==> config.mk <==
export PLATFORM = sky130hd
export DESIGN_NAME = video_tape_encoder
export DESIGN_NICKNAME = d
export VERILOG_FILES = /design/src/rtl/video_tape_encoder_pkg.sv /design/src/rtl/video_tape_encoder_line_buffer.sv /design/src/rtl/video_tape_encoder.sv
export SDC_FILE = /design/constraint.sdc
export NUM_CORES = 1
export LEC_CHECK = 0
export BUFFER_PORTS_ARGS = -buffer_cell sky130_fd_sc_hd__buf_2
export CELL_PAD_IN_SITES_DETAIL_PLACEMENT = 0
export CELL_PAD_IN_SITES_GLOBAL_PLACEMENT = 2
export CORE_UTILIZATION = 49
export CTS_BUF_LIST = sky130_fd_sc_hd__clkbuf_16
export CTS_CLUSTER_DIAMETER = 60
export DETAILED_ROUTE_END_ITERATION = 10
export HOLD_SLACK_MARGIN = 0.15
export PLACE_DENSITY_LB_ADDON = 0.05
export SLEW_MARGIN = 10
export SYNTH_ARGS = -nofsm -noshare
export SYNTH_HDL_FRONTEND = slang
export SYNTH_SLANG_ARGS = --single-unit
==> constraint.sdc <==
create_clock -name clk -period 7.5 [get_ports clk]
set_input_delay 1.5 -clock clk [delete_from_list [all_inputs] [get_ports clk]]
set_output_delay 1.5 -clock clk [all_outputs]
set_load 0.02 [all_outputs]
==> src/rtl/video_tape_encoder_pkg.sv <==
// Shared types and helpers for the video tape encoder (package video_tape_pkg).
// The CRC helper is only referenced when TAPE_ENC_CRC_EN is defined.
package video_tape_pkg;

   localparam logic [7:0] SYNC_LEVEL = 8'd0;
   localparam logic [7:0] CRC_POLY   = 8'h07;

   typedef enum logic [1:0] {
      VSYNC,
      BLANK,
      ACTIVE_DATA,
      ACTIVE_IDLE
   } line_class_e;

   // Evenly spaced grey levels between black and white, floor division.
   function automatic logic [7:0] sym_to_level(input logic [3:0] sym, input int bits,
                                               input int black, input int white);
      int step;
      step = (white - black) / ((1 << bits) - 1);
      return 8'(black + int'(sym) * step);
   endfunction

   function automatic logic [7:0] crc8_update(input logic [7:0] crc, input logic [7:0] data);
      logic [7:0] c;
      c = crc ^ data;
      for (int i = 0; i < 8; i++) begin
         c = c[7] ? ((c << 1) ^ CRC_POLY) : (c << 1);
      end
      return c;
   endfunction

endpackage

==> src/rtl/video_tape_encoder_line_buffer.sv <==
// Ping-pong line buffer: one bank fills from the stream while the other is read by symbol index.
// With TAPE_ENC_CRC_EN defined the last slot of each fill holds a CRC-8 of the payload.
module tape_line_buffer
   import video_tape_pkg::*;
#(
   parameter int BYTES = 80,
   parameter int BPS   = 2,
   parameter int SYMS  = 320
) (
   input  logic                    clk,
   input  logic                    rst_n,
   input  logic                    i_wr_en,
   input  logic [7:0]              i_wr_data,
   input  logic                    i_swap,
   input  logic [$clog2(SYMS)-1:0] i_rd_sym,
   output logic                    o_full,
   output logic                    o_wr_ready,
   output logic [BPS-1:0]          o_rd_sym
);

   localparam int PW      = $clog2(BYTES + 1);
   localparam int WA      = $clog2(BYTES);
   localparam int SPB_LOG = $clog2(8 / BPS);

   logic [7:0]         r_mem [2][BYTES];
   logic               r_back;
   logic [PW-1:0]      r_wptr;
   logic               r_full;
   logic               w_we;
   logic [7:0]         w_wdata;
   logic [WA-1:0]      w_rd_byte;
   logic [SPB_LOG-1:0] w_slot;
   logic [2:0]         w_shift;
   logic [7:0]         w_rd_word;

`ifdef TAPE_ENC_CRC_EN
   logic [7:0] r_crc;
   logic       w_last;
   logic       w_crc_wr;

   // The final slot is reserved: the stream is held off for one cycle while the CRC lands there.
   assign w_last     = (r_wptr == PW'(BYTES - 1));
   assign o_wr_ready = !r_full && !w_last;
   assign w_crc_wr   = !r_full && w_last;
   assign w_we       = (i_wr_en && o_wr_ready) || w_crc_wr;
   assign w_wdata    = w_crc_wr ? r_crc : i_wr_data;
`else
   assign o_wr_ready = !r_full;
   assign w_we       = i_wr_en && o_wr_ready;
   assign w_wdata    = i_wr_data;
`endif

   assign o_full = r_full;

   always_ff @(posedge clk or negedge rst_n) begin
      if (!rst_n) begin
         r_back <= 1'b0;
         r_wptr <= '0;
         r_full <= 1'b0;
`ifdef TAPE_ENC_CRC_EN
         r_crc  <= 8'h00;
`endif
      end else if (i_swap) begin
         r_back <= ~r_back;
         r_wptr <= '0;
         r_full <= 1'b0;
`ifdef TAPE_ENC_CRC_EN
         r_crc  <= 8'h00;
`endif
      end else if (w_we) begin
         r_wptr <= r_wptr + PW'(1);
         if (r_wptr == PW'(BYTES - 1)) begin
            r_full <= 1'b1;
         end
`ifdef TAPE_ENC_CRC_EN
         if (!w_crc_wr) begin
            r_crc <= crc8_update(r_crc, i_wr_data);
         end
`endif
      end
   end

   always_ff @(posedge clk) begin
      if (w_we && !i_swap) begin
         r_mem[r_back][r_wptr[WA-1:0]] <= w_wdata;
      end
   end

   // Symbols are taken MSB-first within a byte.
   assign w_rd_byte = WA'(i_rd_sym >> SPB_LOG);
   assign w_slot    = i_rd_sym[SPB_LOG-1:0];
   assign w_shift   = 3'(8 - BPS * (int'(w_slot) + 1));
   assign w_rd_word = r_mem[~r_back][w_rd_byte];
   assign o_rd_sym  = BPS'(w_rd_word >> w_shift);

endmodule

==> src/rtl/video_tape_encoder.sv <==
// NTSC-timed line encoder: packs a byte stream into grey-level symbols with its own sync.
// Define TAPE_ENC_CRC_EN to replace the last byte of each line with a CRC-8.
module video_tape_encoder
   import video_tape_pkg::*;
#(
   parameter int BITS_PER_SYM    = 2,
   parameter int SYMS_PER_LINE   = 320,
   parameter int CLKS_PER_SYM    = 2,
   parameter int HDR_SYMS        = 16,
   parameter int LINE_CLKS       = 858,
   parameter int SYNC_CLKS       = 63,
   parameter int ACTIVE_START    = 122,
   parameter int LINES_PER_FIELD = 262,
   parameter int VSYNC_LINES     = 3,
   parameter int BLANK_LINES     = 21,
   parameter int BLACK_LEVEL     = 72,
   parameter int WHITE_LEVEL     = 255
) (
   input  logic       clk,
   input  logic       rst,
   input  logic [7:0] in_data,
   input  logic       in_valid,
   output logic       in_ready,
   output logic [7:0] video_out,
   output logic       sync,
   output logic       line_start,
   output logic       field_start,
   output logic       idle_line
);

   localparam int BYTES_PER_LINE = SYMS_PER_LINE * BITS_PER_SYM / 8;
   localparam int HW             = $clog2(LINE_CLKS);
   localparam int VW             = $clog2(LINES_PER_FIELD);
   localparam int SW             = $clog2(SYMS_PER_LINE);
   localparam int WIN_CLKS       = (HDR_SYMS + SYMS_PER_LINE) * CLKS_PER_SYM;
   localparam logic [BITS_PER_SYM-1:0] SYM_MAX = '1;

   logic                    r_run;
   logic [HW-1:0]           r_h;
   logic [VW-1:0]           r_v;
   line_class_e             r_class;
   logic [7:0]              r_video;
   logic                    r_sync;

   logic                    w_h0;
   logic                    w_active_v;
   logic                    w_full;
   logic                    w_wr_ready;
   logic                    w_swap;
   logic                    w_in_win;
   logic [HW-1:0]           w_off;
   logic [HW-1:0]           w_sym_idx;
   logic [SW-1:0]           w_data_idx;
   logic [BITS_PER_SYM-1:0] w_buf_sym;
   logic [BITS_PER_SYM-1:0] w_sym;
   logic [7:0]              w_video_nxt;
   logic                    w_sync_nxt;

   // Handshake: a byte moves on any clock with in_valid && in_ready; in_ready never looks at in_valid.
   // r_run holds the counters at h=0 for the first clock after reset so line 0 gets its pulses.
   assign w_h0        = r_run && (r_h == '0);
   assign w_active_v  = (r_v >= VW'(BLANK_LINES));
   assign w_swap      = w_h0 && w_active_v && w_full;
   assign line_start  = w_h0;
   assign field_start = w_h0 && (r_v == '0);
   assign idle_line   = w_h0 && w_active_v && !w_full;
   assign in_ready    = r_run && w_wr_ready;

   assign w_off      = r_h - HW'(ACTIVE_START);
   assign w_in_win   = (r_h >= HW'(ACTIVE_START)) && (w_off < HW'(WIN_CLKS));
   assign w_sym_idx  = w_off / HW'(CLKS_PER_SYM);
   assign w_data_idx = SW'(w_sym_idx - HW'(HDR_SYMS));

   tape_line_buffer #(
      .BYTES (BYTES_PER_LINE),
      .BPS   (BITS_PER_SYM),
      .SYMS  (SYMS_PER_LINE)
   ) u_buf (
      .clk        (clk),
      .rst_n      (rst),
      .i_wr_en    (in_valid && r_run),
      .i_wr_data  (in_data),
      .i_swap     (w_swap),
      .i_rd_sym   (w_data_idx),
      .o_full     (w_full),
      .o_wr_ready (w_wr_ready),
      .o_rd_sym   (w_buf_sym)
   );

   always_comb begin
      w_sym = '0;
      if (r_class == ACTIVE_DATA) begin
         if (w_sym_idx < HW'(HDR_SYMS)) begin
            w_sym = w_sym_idx[0] ? '0 : SYM_MAX;
         end else begin
            w_sym = w_buf_sym;
         end
      end

      w_sync_nxt  = 1'b1;
      w_video_nxt = 8'(BLACK_LEVEL);
      if (r_v < VW'(VSYNC_LINES)) begin
         if (r_h < HW'(LINE_CLKS - SYNC_CLKS)) begin
            w_sync_nxt  = 1'b0;
            w_video_nxt = SYNC_LEVEL;
         end
      end else if (r_h < HW'(SYNC_CLKS)) begin
         w_sync_nxt  = 1'b0;
         w_video_nxt = SYNC_LEVEL;
      end else if (w_active_v && w_in_win) begin
         w_video_nxt = sym_to_level(4'(w_sym), BITS_PER_SYM, BLACK_LEVEL, WHITE_LEVEL);
      end
   end

   // Line class is latched at h==0; the stale value on that one clock only meets the sync region.
   always_ff @(posedge clk or negedge rst) begin
      if (!rst) begin
         r_run   <= 1'b0;
         r_h     <= '0;
         r_v     <= '0;
         r_class <= VSYNC;
         r_video <= 8'(BLACK_LEVEL);
         r_sync  <= 1'b1;
      end else begin
         r_run <= 1'b1;
         if (r_run) begin
            if (r_h == HW'(LINE_CLKS - 1)) begin
               r_h <= '0;
               r_v <= (r_v == VW'(LINES_PER_FIELD - 1)) ? '0 : r_v + VW'(1);
            end else begin
               r_h <= r_h + HW'(1);
            end

            if (r_h == '0) begin
               if (r_v < VW'(VSYNC_LINES)) begin
                  r_class <= VSYNC;
               end else if (!w_active_v) begin
                  r_class <= BLANK;
               end else if (w_full) begin
                  r_class <= ACTIVE_DATA;
               end else begin
                  r_class <= ACTIVE_IDLE;
               end
            end

            r_video <= w_video_nxt;
            r_sync  <= w_sync_nxt;
         end
      end
   end

   assign video_out = r_video;
   assign sync      = r_sync;

endmodule

=== Yosys cells after proc, flatten, opt, wreduce, memory -nomap -nowiden ===
Memories as Yosys holds them, arrays and structs flattened.
Cells that the tools add are included.

* Bits in registers: 40
* Bits in writable memories: 1280
* Bits of input ports: 11
* Output and inout port bits: 13
* Logic and storage cells: 85
* Memories kept: 1

* Add/sub/neg operators: 8
* $mul: 1
* $lt $le $gt $ge: 10
* Equal/unequal tests: 4
* Shift operators: 1
* Muxes and demuxes: 27
* Bitwise gates (word level): 3
* Reductions and logical operators: 21

{| class="wikitable"
|+ Memory list
! memory !! words !! bits a word !! rd ports !! clocked after Yosys merged registers in !! wr ports !! line !! text
|-
| u_buf.r_mem || 2 || 640 || 1 || 0 || 1 || video_tape_encoder_line_buffer.sv:25 || <nowiki>logic [7:0] r_mem [2][BYTES];</nowiki>
|}

{| class="wikitable"
|+ Operators by type and width
! operator !! count
|-
| 640-bit two-way mux || 1
|-
| 8-bit binary-select mux with 7-bit select || 1
|-
| 8-bit demux with 7-bit select || 1
|-
| 8-bit two-way mux || 6
|-
| 7-bit two-way mux || 3
|-
| 10-bit < comparator, second input constant || 2
|-
| 8-bit >= comparator, second input constant || 2
|-
| 7-bit inverter with 8-bit output || 2
|-
| 1-bit logical AND || 12
|-
| 10-bit by 1-bit adder with 10-bit output, second input constant || 1
|-
| 10-bit == test, second input constant || 1
|-
| 10-bit by 7-bit >= comparator with 1-bit output, second input constant || 1
|-
| 10-bit zero test || 1
|-
| 10-bit by 6-bit < comparator with 1-bit output, second input constant || 1
|-
| 10-bit two-way mux || 1
|-
| 2-bit two-way mux || 5
|-
| 10-bit by 7-bit subtractor with 10-bit output, second input constant || 1
|-
| 9-bit by 1-bit adder with 9-bit output, second input constant || 1
|-
| 9-bit == test, second input constant || 1
|-
| 9-bit by 5-bit >= comparator with 1-bit output, second input constant || 1
|-
| 9-bit zero test || 1
|-
| 9-bit by 2-bit < comparator with 1-bit output, second input constant || 1
|-
| 9-bit by 5-bit < comparator with 1-bit output, second input constant || 1
|-
| 9-bit two-way mux || 1
|-
| other kinds (15) || 26
|}

=== Logic depth before layout (Yosys ltp) ===
Gate-level depths: netlist of run 1.

* Depth in word-level cells: 14
* Gate-level depth with buffers: 26
* Depth with buffers taken out: 18

=== Hierarchy ===
Synthesis of run 1 repeated with hierarchy kept, for this count alone.

* Cell total of the unflattened synthesis: 2589
* Area, all modules: 52499.1 sq um

{| class="wikitable"
|+ Modules (own cells, without submodules)
! module !! instances !! cells each !! area an instance (sq um) !! seq. area each (sq um)
|-
| tape_line_buffer || 1 || 2362 || 50432.1 || 38662.1
|-
| video_tape_encoder || 1 || 227 || 2067.0 || 729.4
|}

=== Worst setup path before layout of run 1 ===
OpenSTA, ideal clock, no wires.

* Path type: reg2reg
* Start: reg r_h[1]
* End: reg r_video[3], in the netlist video_out[3]
* Arrival time: 5.296 ns
* Data required time: 7.421 ns
* Path slack: 2.125 ns
* Cell stages (with the launch flop): 27
* Period minus slack after synthesis: 5.375 ns
* Path through: dfrtp_1 > clkbuf_1 > inv_1 > clkbuf_1 > ha_1 > and3b_1 > buf_2 > xor2_4 > inv_2 > buf_2 > buf_4 > buf_2 > ha_1 > clkbuf_1 > inv_1 > clkbuf_1 > buf_1 > nor3_1 > a221oi_1 > o2111a_1 > and3_1 > o211ai_1 > a32oi_1 > a21oi_1 > ha_1 > nand2_1 > a22o_1

* Word-level cells in the longest chain between the ends: 14

{| class="wikitable"
|+ Ends and longest elaborated chain
! item !! line !! text
|-
| from (decl) || video_tape_encoder.sv:39 || <nowiki>logic [HW-1:0] r_h;</nowiki>
|-
| from (signal assigned) || video_tape_encoder.sv:131 || <nowiki>r_h <= r_h + HW'(1);</nowiki>
|-
| 10-bit by 7-bit subtractor with 10-bit output || video_tape_encoder.sv:69 || <nowiki>assign w_off = r_h - HW'(ACTIVE_START);</nowiki>
|-
| 9-bit by 5-bit subtractor with 9-bit output || video_tape_encoder.sv:72 || <nowiki>assign w_data_idx = SW'(w_sym_idx - HW'(HDR_SYMS));</nowiki>
|-
| 7-bit inverter with 8-bit output || video_tape_encoder_line_buffer.sv:93 || <nowiki>assign w_rd_word = r_mem[~r_back][w_rd_byte];</nowiki>
|-
| 8-bit binary-select mux with 7-bit select || video_tape_encoder_line_buffer.sv:93 ||
|-
| 8-bit two-way mux (not written as such) (2 in series) || video_tape_encoder_line_buffer.sv:93 ||
|-
| 8-bit by 3-bit >> shifter with 2-bit output || video_tape_encoder_line_buffer.sv:94 || <nowiki>assign o_rd_sym = BPS'(w_rd_word >> w_shift);</nowiki>
|-
| 2-bit two-way mux || video_tape_encoder.sv:93 || <nowiki>if (w_sym_idx < HW'(HDR_SYMS)) begin</nowiki>
|-
| 2-bit two-way mux || video_tape_encoder.sv:92 || <nowiki>if (r_class == ACTIVE_DATA) begin</nowiki>
|-
| 2-bit by 6-bit multiplier with 8-bit output || video_tape_encoder_pkg.sv:20 || <nowiki>return 8'(black + int'(sym) * step);</nowiki>
|-
| 7-bit by 8-bit adder with 8-bit output || video_tape_encoder_pkg.sv:20 ||
|-
| 8-bit two-way mux || video_tape_encoder.sv:110 || <nowiki>end else if (w_active_v && w_in_win) begin</nowiki>
|-
| 8-bit two-way mux || video_tape_encoder.sv:107 || <nowiki>end else if (r_h < HW'(SYNC_CLKS)) begin</nowiki>
|-
| 8-bit two-way mux (*) || video_tape_encoder.sv:102 || <nowiki>if (r_v < VW'(VSYNC_LINES)) begin</nowiki>
|-
| to (signal assigned) || video_tape_encoder.sv:122 || <nowiki>r_video <= 8'(BLACK_LEVEL);</nowiki>
|-
| to (signal assigned) || video_tape_encoder.sv:146 || <nowiki>r_video <= w_video_nxt;</nowiki>
|-
| to (decl) || video_tape_encoder.sv:42 || <nowiki>logic [7:0] r_video;</nowiki>
|}

Every way passes the cells marked *; elsewhere a longest branch is shown, timed or not. The select of a mux whose other input is x is not followed.
A chain may end at the register's enable or synchronous reset.

=== Final worst setup path of run 1 ===
* Start: reg r_h[2]
* End: reg r_video[3], in the netlist video_out[3]

Same word-level chain as after synthesis.

==> flow_metrics.env, run 1 <==
export IMPL_status="finished, final reports clean"
export IMPL_numPortBuffers=23
export IMPL_synthCells=2957
export IMPL_drt_pass1_iterations=6
export IMPL_layout_common_cells="1280 x edfxtp_1, 259 x mux4_2, 241 x nor2_1, 220 x nand2_1, 155 x clkbuf_16"
export IMPL_hold_path_class="flop to flop"
export IMPL_synth_top_flop_cell="edfxtp_1"
export IMPL_slew_viol_final=0
export IMPL_fin_nets=3060
export IMPL_fin_skew_ns=0.0262
export IMPL_dieArea_um2=111000
export IMPL_rsz0062_at_grt="no"
export IMPL_fin_crit_ns=5.92
export IMPL_antenna_found_initial=8
export IMPL_post_route_period_util_pct=78.9
export IMPL_clock_sinks=1318
export IMPL_ys_types=88
export IMPL_synth_top_family_by_area="multiplexers"
export IMPL_power_density_nw_per_um2=403
export IMPL_fmaxAchievable_mhz=169
export IMPL_cp_end_kind="flop"
export IMPL_syn_num_nets=2982
export IMPL_grt_usage_pct=30.1
export IMPL_syn_area_um2=53500
export IMPL_peakVddDrop_v=0.000442
export IMPL_syn_to_final_growth_pct=11.7
export IMPL_die_w_um=332
export IMPL_tns_ns=0
export IMPL_num_vias=29800
export IMPL_cts_setup_buffers=0
export IMPL_cts_resized=0
export IMPL_overflow=0
export IMPL_worstMarginPinSlew_ns=1.32
export IMPL_row_count=120
export IMPL_coreArea_um2=108000
export IMPL_grt_pass1_wl_um=232000
export IMPL_yosys_warnings=0
export IMPL_ys_seq_area_share_pct=73.6
export IMPL_io_pins=24
export IMPL_crit_path_start_kind="flop"
export IMPL_hpwl_um=106000
export IMPL_place_inst=4288
export IMPL_cap_violations=0
export IMPL_hold_ws_ns=0.522
export IMPL_arrival_ns=6.61
export IMPL_hold_viol=0
export IMPL_synth_seq_cells=1318
export IMPL_root_buffer="clkbuf_16"
export IMPL_cp_max_fo=27
export IMPL_h_tree_depth=4
export IMPL_die_h_um=332
export IMPL_grt_max_degree=97
export IMPL_initial_core_util_pct=49.7
export IMPL_cp_data_required_time_ns=8.19
export IMPL_first_global_vias=29200
export IMPL_post_drt_wl_per_cell_um=36.4
export IMPL_initialDrtViolationCount=3811
export IMPL_fill_cells=8251
export IMPL_route_detailed_drc=0
export IMPL_wl_um=165000
export IMPL_gp_congestion=0.941
export IMPL_yosys_area_share_simple_pct=5.98
export IMPL_cts_made_buffers=148
export IMPL_critPathKind="flop to flop"
export IMPL_clk_pin_slew_worst_paths_ns=0.05
export IMPL_drive_gt1_share_pct=19.1
export IMPL_synth_compound_area_share_pct=4.31
export IMPL_cts_buffer_depth=3
export IMPL_leakagePower_nw=19.1
export IMPL_synth_edff_count=1280
export IMPL_synth_avg_cell_area_um2=18.1
export IMPL_antenna_left=0
export IMPL_synth_fa_ha_area_share_pct=0.327
export IMPL_via_per_inst=6.54
export IMPL_ctsHoldBuffers=0
export IMPL_max_slew_margin_pct=11.9
export IMPL_instances_no_fill=4550
export IMPL_setup_viol=0
export IMPL_synth_xor_area_share_pct=0.559
export IMPL_cts_tree="built"
export IMPL_async_reset_ff_share_pct=2.88
export IMPL_insertion_delay_ns=0.76
export IMPL_final_common_cell="edfxtp_1"
export IMPL_synth_area_mux_share_pct=13.2
final timing paths:
path	from	to	slack (ns)	depth (start not counted)
setup / recovery	r_h[2]	video_out[3]	1.58	17
hold / removal	r_v[8]	r_v[8]	0.52	1
setup reg to reg	r_h[2]	video_out[3]	1.58	17
hold reg to reg	r_v[8]	r_v[8]	0.52	1
max in group asynchronous	rst	u_buf.r_back	5.77	1
min in group asynchronous	rst	r_v[6]	0.94	1
kinds of logic after synthesis:
kind of cell,count (synthesis)
adders and majority gates,14
DFF,1318
other,1
and+or+nand+nor,710
buffers and inverters,193
AOI/OAI and AO/OA,312
xor gates and xnor gates,29
muxes,380
per-stage QoR:
stage / utilization (%) / total power, W / instance area [µm²] / worst slack [ns]
floorplan: - / 0.0139 / 53500 / 2.13
global placement: 51.2 / 0.0173 / 55100 / 1.38
detailed placement: 51.2 / 0.0172 / 55100 / 1.65
CTS: 55.5 / 0.0241 / 59800 / 1.63
global route: 55.5 / 0.0247 / 59800 / 1.24
finish: 55.5 / 0.0241 / 59800 / 1.58
synth_stat cells (6+ instances only):
library cell / instances / area share, %
a2111oi_0: 6 / 0.098
a211oi_1: 9 / 0.13
a21o_1: 7 / 0.098
a21oi_1: 41 / 0.38
a221oi_1: 15 / 0.25
a22oi_1: 38 / 0.53
a31oi_1: 16 / 0.19
a32oi_1: 11 / 0.18
and2_1: 9 / 0.11
and3_1: 22 / 0.26
buf_1: 13 / 0.091
buf_2: 47 / 0.44
buf_4: 46 / 0.65
buf_6: 16 / 0.34
clkbuf_1: 51 / 0.36
dfrtp_1: 35 / 1.6
edfxtp_1: 1280 / 72
ha_1: 14 / 0.33
inv_1: 17 / 0.12
mux2_2: 8 / 0.17
mux2i_1: 113 / 2.1
mux4_2: 259 / 11
nand2_1: 220 / 1.5
nand2b_1: 7 / 0.082
nand3_1: 72 / 0.67
nand4_1: 31 / 0.36
nor2_1: 244 / 1.7
nor2b_1: 13 / 0.15
nor3_1: 38 / 0.36
nor4_1: 8 / 0.094
o2111ai_1: 8 / 0.13
o211ai_1: 17 / 0.24
o21ai_0: 41 / 0.38
o22ai_1: 11 / 0.13
o311ai_0: 6 / 0.098
or3_1: 16 / 0.19
xnor2_1: 15 / 0.25
xor2_1: 11 / 0.18
flip-flops by register name, summed over array words and instances (netlist names), 2 cells and up:
| signal | flops |
|---|---|
| r_v | 9 |
| r_h | 10 |
| u_buf.r_mem | 1280 |
| r_class | 2 |
| video_out | 6 |
| u_buf.r_wptr | 7 |
layout make-up:
type	count	area (µm²)	area share, %
tap	1403	1760	2.94
inverter	19	71.3	0.119
clock buffer	155	3880	6.49
clock inverter	105	777	1.30
sequential	1318	39400	65.9
antenna	2	5.00	0.00837
multi-input combinational	1446	13100	21.9
timing repair buffer	102	793	1.33
worst max-delay path, cell delays in order (launching register included):
cell	delay, ns
dfrtp_1	0.69
inv_1	0.14
ha_2	0.28
and3b_1	0.40
xor2_4	0.22
inv_2	0.07
ha_2	0.92
inv_1	0.31
nand2_1	0.44
nor3_1	0.11
a311o_1	0.36
nor4_1	0.80
nor4b_1	0.11
a211o_1	0.30
a21oi_1	0.21
ha_1	0.28
nand2_1	0.06
a22o_1	0.13
metal layers:
layer	wire [µm]	global-route usage (%)
met1	71000	44.7
met2	75400	45.1
met3	13700	5.78
met4	5270	10.0
met5	53	0
power breakdown:
| part | switching, W | leakage, nW | internal [W] | total [W] |
|---|---|---|---|---|
| Combinational | 0.00589 | 4.66 | 0.00312 | 0.00901 |
| Clock | 0.00291 | 2.40 | 0.00404 | 0.00695 |
| Sequential | 0.0000401 | 12.0 | 0.00809 | 0.00813 |
No activity file was read; power rests on OpenSTA's default activity.
==> run 2, diff against run 1 <==
Settings changed: CORE_UTILIZATION 49 to 45.
Clock period 7.5 ns to 4.8 ns, I/O delays scaled along.
==> run 2 against run 1 <==
Net effect:
- global-route usage shrank 1.7 points
- sequential power rose by 56%
- highest routed layer unchanged
- setup slack lost 1.4 ns
- first-iteration DRC count down 8.1%
- hold slack got worse by 0.16 ns
- routed wire length increased by 2.6%
- clock skew grew 0.0073 ns
- clock power up 51%
- fmax grew 28%
- combinational power is 75% higher
==> flow_metrics.env, run 2 (synthesis gave the netlist of run 1 again) <==
export IMPL_hold_viol=0
export IMPL_antenna_found_initial=3
export IMPL_insertion_delay_ns=0.77
export IMPL_die_w_um=347
export IMPL_coreArea_um2=118000
export IMPL_syn_to_final_growth_pct=16.3
export IMPL_reg2reg_depth=15
export IMPL_r2r_slack_ns=0.17
export IMPL_leakagePower_nw=20.5
export IMPL_worstReg2RegStart="r_h[1]"
export IMPL_cts_buffer_depth=3
export IMPL_drt_pass1_iterations=6
export IMPL_hpwl_um=113000
export IMPL_initialDrtViolationCount=3502
export IMPL_cp_end_kind="flop"
export IMPL_largest_register_ffs=1280
export IMPL_intPower_w=0.0247
export IMPL_power_density_nw_per_um2=626
export IMPL_route_detailed_drc=0
export IMPL_row_count=126
export IMPL_rsz0062_at_grt="no"
export IMPL_cp_data_required_time_ns=5.49
export IMPL_slew_viol_final=0
export IMPL_max_slew_margin_pct=20.4
export IMPL_p_clk_share_pct=27.0
export IMPL_cp_slowest_cell="xnor2_4"
export IMPL_arrival_ns=5.32
export IMPL_io_pins=24
export IMPL_seqPwrFrac_pct=32.5
export IMPL_p_sw_share_pct=36.7
export IMPL_crit_path_start_kind="flop"
export IMPL_hold_path_class="input pin to async pin"
export IMPL_switching_power_w=0.0143
export IMPL_clk_pin_slew_worst_paths_ns=0.06
export IMPL_setup_viol=0
export IMPL_first_global_vias=30600
export IMPL_grt_max_degree=100
export IMPL_post_route_period_util_pct=96.4
export IMPL_root_buffer="clkbuf_16"
export IMPL_cp_max_fo=13
export IMPL_hold_ws_ns=0.366
export IMPL_gp_congestion=0.933
export IMPL_fin_crit_ns=4.63
export IMPL_via_per_inst=6.18
export IMPL_path_cells="buf_4 > o21a_2 > buf_4 > xnor2_4 > buf_4 > mux4_2 > and3_1 > a311oi_1 > nand4_1 > o2bb2ai_1 > o211ai_1 > o21ai_0 > buf_4 > ha_1 > o2bb2ai_1"
export IMPL_h_tree_depth=4
export IMPL_num_vias=30600
export IMPL_fill_cells=9530
export IMPL_tns_ns=0
export IMPL_final_common_cell="edfxtp_1"
export IMPL_comb_power_share_pct=40.4
export IMPL_fmaxAchievable_mhz=216
export IMPL_final_core_util_pct=52.8
export IMPL_drive_gt1_share_pct=26.1
export IMPL_fin_nets=3325
export IMPL_layout_common_cells="1280 x edfxtp_1, 324 x buf_4, 259 x mux4_2, 239 x nor2_1, 220 x nand2_1"
export IMPL_reg2reg_to="video_out[7]"
export IMPL_grt_usage_pct=28.5
export IMPL_cap_violations=0
export IMPL_critPathBufInv=4
export IMPL_worstMarginPinSlew_ns=1.19
export IMPL_grt_pass1_wl_um=240000
export IMPL_dieArea_um2=120000
export IMPL_wl_um=170000
export IMPL_crit_path_frequent_cell="buf_4"
export IMPL_post_drt_wl_per_cell_um=34.3
export IMPL_numPortBuffers=23
export IMPL_critPathKind="flop to flop"
export IMPL_die_h_um=347
export IMPL_cts_tree="built"
export IMPL_antenna_left=0
export IMPL_critPathTopFamily="compound AO/OA/AOI/OAI gates"
export IMPL_clock_sinks=1318
export IMPL_overflow=0
export IMPL_fin_skew_ns=0.0335
export IMPL_initial_core_util_pct=45.4
export IMPL_peakVddDrop_v=0.000440
export IMPL_status="finished, final reports clean"
export IMPL_cts_made_buffers=144
export IMPL_max_stage_delay_ns=0.72
==> run 2: final cells by class <==
cell class,instances,area (µm²),area share [%]
sequential,1318,39400,63.3
multi-input combinational,1446,13200,21.2
clock buffer,145,3630,5.83
timing repair buffer,371,3140,5.04
tap,1536,1920,3.09
clock inverter,114,876,1.41
inverter,19,73.8,0.119
antenna,3,7.51,0.0121
==> run 2: repair_timing <==
item	in CTS	in global routing
resized for setup	5	10
hold buffers	0	0
buffers inserted	0	8
endpoints found under the setup margin	4	4
cloned	0	0
pin swaps	0	1
==> run 2: worst reg2reg max path, cell delays in order, from the launching register on <==
cell and delay [ns]:
dfrtp_1 0.39, buf_4 0.22, o21a_2 0.27, buf_4 0.22, xnor2_4 0.73, buf_4 0.33
mux4_2 0.56, and3_1 0.21, a311oi_1 0.31, nand4_1 0.31, o2bb2ai_1 0.22, o211ai_1 0.15
o21ai_0 0.17, buf_4 0.16, ha_1 0.17, o2bb2ai_1 0.12
==> run 2: per-stage QoR <==
step	instances	setup WS (ns)	area, µm²	power (W)
floorplan	2957	0.0225	53600	0.0217
global placement	4682	-0.795	57600	0.0285
detailed placement	4682	-0.343	57600	0.0284
CTS	4941	0.0140	62100	0.0390
global route	4949	0.0225	62200	0.0401
finish	4952	0.174	62300	0.0390
==> run 2: power by group through the flow <==
| stage | logic, W | registers, W | clock network [W] |
|---|---|---|---|
| 3_5_place_dp | 0.0155 | 0.0129 | 0 |
| 3_3_place_gp | 0.0156 | 0.0129 | 0 |
| 2_1_floorplan | 0.00880 | 0.0129 | 0 |
| 4_1_cts | 0.0156 | 0.0127 | 0.0107 |
| 6_report | 0.0158 | 0.0127 | 0.0105 |
| 5_1_grt | 0.0163 | 0.0127 | 0.0111 |
==> run 2: worst max-delay path by stage <==
stage	slack [ns]	cells past startpoint	to	startpoint
finish	0.17	15	video_out[7]	r_h[1]
global route	0.02	15	video_out[7]	r_h[2]
floorplan	0.02	26	video_out[3]	r_h[1]
global placement	-0.79	16	video_out[6]	r_h[2]
detailed placement	-0.34	16	video_out[6]	r_h[2]
CTS	0.01	16	video_out[3]	r_h[2]
==> run 2: metal layers <==
metal,vias to the layer above,share of wire [%],track usage (%)
met5,-,0.0047,0
met4,2,2.6,8.40
met3,243,7.1,4.72
met2,1341,47,44.1
met1,16300,44,41.6
li1,12700,-,-
